### config.mk
export PLATFORM = sky130hd
export DESIGN_NAME = y86_mem_stage
export DESIGN_NICKNAME = d
export VERILOG_FILES = /design/src/rtl/y86_mem_stage.sv
export SDC_FILE = /design/constraint.sdc
export NUM_CORES = 1
export LEC_CHECK = 0
export ABC_AREA = 0
export CAP_MARGIN = 20
export CORE_AREA = 3 3 208 210
export DETAILED_ROUTE_END_ITERATION = 12
export DIE_AREA = 0 0 211 213
export DONT_BUFFER_PORTS = 1
export RECOVER_POWER = 100
export SYNTH_ARGS = -nofsm -noshare
export SYNTH_HDL_FRONTEND = slang
export SYNTH_SLANG_ARGS = --single-unit
export TNS_END_PERCENT = 50
### constraint.sdc
create_clock -name clk -period 2 [get_ports clk]
set_input_delay 0.2 -clock clk [delete_from_list [all_inputs] [get_ports clk]]
set_output_delay 0.2 -clock clk [all_outputs]
set_load 0.01 [all_outputs]
### src/rtl/y86_mem_stage.sv
// rtl/y86_mem_stage.sv - Y86-64 memory-access stage with req/ack data-memory port
// Optional: define MEM_TIMEOUT_EN to abort an access with ADR after TIMEOUT cycles without mem_ack.
module y86_mem_stage #(
   parameter int TIMEOUT = 255
) (
   input  logic        clk,
   input  logic        rst_n,
   input  logic        start,
   input  logic [3:0]  icode,
   input  logic [63:0] valE,
   input  logic [63:0] valA,
   input  logic [63:0] valP,
   output logic        mem_req,
   output logic        mem_we,
   output logic [63:0] mem_addr,
   output logic [63:0] mem_wdata,
   input  logic        mem_ack,
   input  logic [63:0] mem_rdata,
   input  logic        mem_err,
   output logic [63:0] valM_o,
   output logic [63:0] valE_o,
   output logic [3:0]  icode_o,
   output logic        wb_valid,
   output logic        busy,
   output logic [2:0]  stat,
   output logic        halted
);

   localparam logic [2:0] STAT_AOK = 3'd1;
   localparam logic [2:0] STAT_HLT = 3'd2;
   localparam logic [2:0] STAT_ADR = 3'd3;
   localparam logic [2:0] STAT_INS = 3'd4;

   typedef enum logic [1:0] {IDLE, ACCESS, DONE, HALT} state_t;

   state_t      state, state_nxt;
   logic        take;
   logic        expire;
   logic        dec_mem;
   logic        dec_we;
   logic [63:0] dec_addr;
   logic [63:0] dec_wdata;

   always_comb begin
      dec_mem   = 1'b0;
      dec_we    = 1'b0;
      dec_addr  = valE;
      dec_wdata = valA;
      case (icode)
         4'h4, 4'hA: begin dec_mem = 1'b1; dec_we = 1'b1; end
         4'h5:       dec_mem = 1'b1;
         4'h8, 4'hB: begin dec_mem = 1'b1; dec_addr = valA; end
         4'h9:       begin dec_mem = 1'b1; dec_we = 1'b1; dec_wdata = valP; end
         default:    dec_mem = 1'b0;
      endcase
   end

`ifdef MEM_TIMEOUT_EN
   localparam int CW = $clog2(TIMEOUT + 1);
   logic [CW-1:0] tmo_cnt;

   // Expiry is the cycle the counter would reach TIMEOUT, so mem_req lasts TIMEOUT cycles.
   assign expire = (state == ACCESS) && (tmo_cnt == CW'(TIMEOUT - 1));

   always_ff @(posedge clk or negedge rst_n) begin
      if (!rst_n)
         tmo_cnt <= '0;
      else if (take)
         tmo_cnt <= '0;
      else if (state == ACCESS && !mem_ack)
         tmo_cnt <= tmo_cnt + CW'(1);
   end
`else
   assign expire = 1'b0;
`endif

   always_comb begin
      state_nxt = state;
      take      = 1'b0;
      case (state)
         IDLE: begin
            if (start && !halted) begin
               take      = 1'b1;
               state_nxt = dec_mem ? ACCESS : DONE;
            end
         end
         ACCESS: begin
            if (mem_ack || expire)
               state_nxt = DONE;
         end
         DONE:    state_nxt = (stat == STAT_AOK) ? IDLE : HALT;
         HALT:    state_nxt = HALT;
         default: state_nxt = IDLE;
      endcase
   end

   always_ff @(posedge clk or negedge rst_n) begin
      if (!rst_n)
         state <= IDLE;
      else
         state <= state_nxt;
   end

   always_ff @(posedge clk or negedge rst_n) begin
      if (!rst_n) begin
         mem_we    <= 1'b0;
         mem_addr  <= '0;
         mem_wdata <= '0;
         valM_o    <= '0;
         valE_o    <= '0;
         icode_o   <= '0;
         stat      <= STAT_AOK;
      end else if (take) begin
         mem_we    <= dec_we;
         mem_addr  <= dec_addr;
         mem_wdata <= dec_wdata;
         valM_o    <= '0;
         valE_o    <= valE;
         icode_o   <= icode;
         if (icode == 4'h0)
            stat <= STAT_HLT;
         else if (icode >= 4'hC)
            stat <= STAT_INS;
      end else if (state == ACCESS) begin
         // Ack wins over a simultaneous timeout expiry.
         if (mem_ack) begin
            if (mem_err) begin
               valM_o <= '0;
               stat   <= STAT_ADR;
            end else if (!mem_we) begin
               valM_o <= mem_rdata;
            end
         end else if (expire) begin
            valM_o <= '0;
            stat   <= STAT_ADR;
         end
      end
   end

   assign mem_req  = (state == ACCESS);
   assign wb_valid = (state == DONE);
   assign busy     = (state == ACCESS) || (state == DONE);
   assign halted   = (stat != STAT_AOK);

endmodule

**Word-level counts from Yosys, hierarchy flattened**

Index checks and enable logic that the tools add are counted.

- Flip-flop bits (word level): 266
- Input bits: 265
- Output and inout bits: 268
- Logic and storage cells: 60

- $lt $le $gt $ge: 1
- Eq/ne operators: 15
- Mux-type cells: 22
- Reductions and logical operators: 14

Operators by type and width:

| cell | number |
|---|---|
| 64-bit 2-to-1 mux | 7 |
| 3-bit 2-to-1 mux | 6 |
| 4-bit equality test, second input constant | 4 |
| 3-bit by 1-bit inequality test with 1-bit output, second input constant | 3 |
| 4-bit by 3-bit equality test with 1-bit output, second input constant | 2 |
| 2-bit 2-to-1 mux | 4 |
| 2-bit one-hot mux with 4 select lines | 1 |
| 2-bit nonzero test | 3 |
| 6-bit OR reduction | 1 |
| 2-bit equality test, second input constant | 2 |
| 4-bit greater-or-equal comparator, second input constant | 1 |
| 4-bit logical NOT | 1 |
| 1-bit 2-to-1 mux | 4 |
| 4-bit AND reduction | 1 |
| 3-bit by 1-bit equality test with 1-bit output, second input constant | 1 |
| 3-bit AND reduction | 1 |
| 3-bit OR reduction | 1 |
| 2-bit by 1-bit equality test with 1-bit output, second input constant | 1 |
| 2-bit logical NOT | 1 |
| 2-bit by 1-bit inequality test with 1-bit output, second input constant | 1 |
| 2-bit inequality test, second input constant | 1 |
| 2-bit AND reduction | 1 |
| 2-bit OR reduction | 1 |
| 1-bit logical AND | 1 |
| other kinds (2) | 2 |

**Longest topological paths before layout**

- Depth after elaboration: 7
- Gate-level depth with buffers: 8
- Mapped depth without buffers: 6

**Worst setup path after synthesis**

Ideal clock, no wire load.

- Kind: register -> register
- Start point: register stat[0]
- End point: register valE_o[48]
- Data arrival time: 1.768 ns
- Required time: 1.875 ns
- Slack: 0.107 ns
- Cell stages (with the launch flop): 6
- Period minus slack after synthesis: 1.893 ns
- Cell sequence: dfstp_2 or3b_4 nor2_4 buf_4 buf_4 mux2_2

- Longest elaborated chain between the ends: 5

Ends and longest elaborated chain:

| item | line | text |
|---|---|---|
| start: declaration | 25 | `output logic [2:0] stat,` |
| start signal: assignment | 112 | `stat <= STAT_AOK;` |
| start signal: assignment | 121 | `stat <= STAT_HLT;` |
| start signal: assignment | 123 | `stat <= STAT_INS;` |
| 3-bit by 1-bit inequality test with 1-bit output | 143 | `assign halted = (stat != STAT_AOK);` |
| via halted | 26 | `output logic halted` |
| 1-bit logical NOT | 82 | `if (start && !halted) begin` |
| 1-bit logical AND | 82 |  |
| 1-bit 2-to-1 mux | 82 |  |
| 1-bit 2-to-1 mux | 80 | `case (state)` |
| end signal: assignment | 118 | `valE_o <= valE;` |
| end: declaration | 21 | `output logic [63:0] valE_o,` |

The timed path passes the listed nets, and every way through them passes these cells.
A chain may end at the register's enable or synchronous reset.

**Worst setup path in the final report**

- Start point: register stat[0]
- End point: register valE_o[32]

- Longest elaborated chain between the ends: 5

Ends and longest elaborated chain:

| item | line |
|---|---|
| 3-bit by 1-bit inequality test with 1-bit output | 143 |
| 1-bit logical NOT | 82 |
| 1-bit logical AND | 82 |
| 1-bit 2-to-1 mux | 82 |
| 1-bit 2-to-1 mux | 80 |

No other way between the ends.

==> metrics.txt <==
final hold vios=266; post-route minimum period=1988 ps; Setup crit start kind=register; 1st-pass router iterations=6; actual slew at the worst max-slew pin=between 600 and 700 ps; std cell rows=75; synth unique cells=40; vias in the first global route=between 9000 and 10000; critical path class=reg2reg; setup_tns=0 ps; GP Congestion=0.8030; DP HPWL=approximately 25000 um; Area Growth Syn to Fin=35.60%; Final Core Density=0.3870; Peak Freq=503.0 MHz; Avg WL per Cell=21.86 um; compound-gate portion of the synthesized area=0.1486; Syn Nets=1310; largest family of logic cells by synthesized area=multiplexers; Worst VDD drop=0.6102 mV; syn_area_per_cell=11.46 um^2; Synth Area in Simple Gates=0.07243; clk slew on worst S/H paths=60 ps; largest net degree at the start of global routing=267; top_reg_cell synth=dfrtp_1; count leader, synth=dfrtp_1; hold crit path type=in2async; RSZ-0062 raised after global routing=yes; Tot GR Track Use=0.1627; worst clock skew=9.133 ps; crit end category=register; CTS tree=done; Initial Utilization=0.2854; WHS=-633.1 ps; clk sinks=between 200 and 300; Synth Register Bits=266; Async SR Flop Fraction=1.000; final WL=around 40000 um; layout cells sized above 1=0.1169; Post-synth EDFFs=0; Syn Inst Count=1040; final antenna-violating net count=0; CTS max path bufs=3; Num CTS Buffers=28; Vias/cell=5.197; non-filler cells in the finished layout=1840; biggest area consumer among synthesized cells=dfrtp_1; CP Data Required Time=2420 ps; post-synthesis mux area share=0.1727; Port Buffer Count=0; max-slew violations=0; Final Cycle Share=0.9940; DIE HEIGHT=213 um; GRT overflow=0; Root Driver=clkbuf_16; setup violators final=0; first-pass GRT wire length=58310 um; CTS H-Tree Depth=1; synth top area cells=dfrtp_1 56%, mux2i_1 11%, mux2_2 6.5%; Synth top area share=0.5564; register area share after synthesis=0.5586; Power Dens Cells=693.2 nW/um^2; Max Cap Viol=0; drt drc=0; worst-skew pair later-pin latency=about 540 ps; adder and majority gate portion of the synthesized area=0.005249; core area=between 40000 and 50000 um^2; warnings from Yosys=0; DRT iter0 DRCs=approximately 970; status=complete, but fails checks; Vias=~9600; # nets final=1558; CP arrival=2410 ps; Slew HR=0.5598; Crit Path Max Fanout=26; Leak Pwr=0.007670 uW; Post-Synth XOR/XNOR Area=0.0007348; most frequent cells after synthesis=265 x dfrtp_1, 196 x nor2_1, 135 x a21oi_1, 128 x mux2i_1, 69 x mux2_2; initial antenna violation count=1; failing checks=hold timing; Mapped Area=around 12000 um^2; Filler cells=3897; die area=44940 um^2; Placed Cells incl. Taps=1530; chip width=211 um; boundary pin count=533
==> worst max-delay path, cell delays in order (launching register included) <==
cell and delay, ps:
dfstp_2 530, or3b_4 390, nor2_4 170, buf_12 200, buf_12 190, mux2_2 360
==> layout by cell type (no fill, tap or decap), types with 2 or more instances in the layout <==
master	Yosys	final
clkbuf_1	24	8
clkbuf_16	0	30
a21oi_1	135	135
buf_4	4	18
a2bb2oi_1	63	63
nand2_1	3	2
buf_12	5	12
inv_1	3	3
mux2i_1	128	128
mux2_4	0	7
mux2_2	69	62
dlygate4sd3_1	0	263
buf_16	0	2
ha_1	5	4
clkbuf_8	0	6
nor2_1	196	196
dfrtp_1	265	264
buf_6	1	2
nor2b_1	2	2
a22oi_1	63	63
==> layout make-up <==
| class | count | area (um^2) | area share |
|---|---|---|---|
| diodes | 1 | 2.502 | 0.0001548 |
| clock buffers | 41 | 830.8 | 0.05140 |
| clock inverters | 1 | 30.03 | 0.001858 |
| inverters | 3 | 11.26 | 0.0006968 |
| multi-input cells | 686 | 4808 | 0.2975 |
| flip-flops and latches | 266 | 6659 | 0.4120 |
| well taps | 539 | 674.4 | 0.04173 |
| repair buffers | 303 | 3146 | 0.1946 |
==> kinds of logic after synthesis <==
kind of cell,Yosys count
multiplexers,197
AO/OA/AOI/OAI,270
adder cells (fa/ha/maj),5
flip-flops,266
AND/OR/NAND/NOR,213
buffers and inverters,88
XOR/XNOR,1
==> metal layers <==
metal / up-vias / wire length, um / part of all wire / track usage
met1: 4784 / 15500 / 0.39 / 0.2002
li1: 4217 / - / - / -
met4: 0 / 1163 / 0.029 / 0.05681
met3: 78 / 3473 / 0.086 / 0.04716
met5: - / 0 / 0 / 0
met2: 483 / 20080 / 0.50 / 0.2744
==> report_power, final <==
part / internal (uW) / leakage, uW / switching (uW)
Combinational: 504 / 0.00355 / 317
Sequential: 5380 / 0.00370 / 1.56
Clock: 2950 / 0.000422 / 2050
Total: 8840 / 0.00767 / 2370
==> per-stage QoR <==
| step | setup WS (ps) | power, uW | area, um^2 | hold slack [ps] |
|---|---|---|---|---|
| finish | 11.95 | 11200 | 16160 | -633.1 |
| global route | -53.40 | 11560 | 16160 | -674.6 |
| CTS | 9.789 | 11320 | 16080 | -676.5 |
| detailed placement | 0.3886 | 5775 | 12560 | -88.38 |
| global placement | 54.48 | 5772 | 12560 | -87.87 |
| floorplan | 107.1 | 5739 | 11920 | -95.59 |
==> final timing paths <==
check                           start           end  slack [ps]  depth (start not counted)
max                           stat[0]    valE_o[32]          10                          5
min                             rst_n  mem_addr[54]        -630                          0
max reg2reg                   stat[0]    valE_o[32]          10                          5
min reg2reg                valE_o[16]    valE_o[16]         590                          1
max in group asynchronous       rst_n  mem_addr[21]        2120                          0
min in group clk                start      state[1]          80                          3
==> flip-flops by register name (all words and copies together), names as in the netlist <==
name / cells
mem_addr: 64
state: 2
valM_o: 64
valE_o: 64
mem_we: 1
icode_o: 4
mem_wdata: 64
stat: 3
==> timing repair <==
action,CTS,global route
cloned,0,1
pin swaps,0,1
hold buffers,264,1
hold endpoints to repair,532,267
gates resized for setup,1,12
setup endpoints to repair,2,123
buffers inserted,0,2
(Power assumes the default switching activity.)
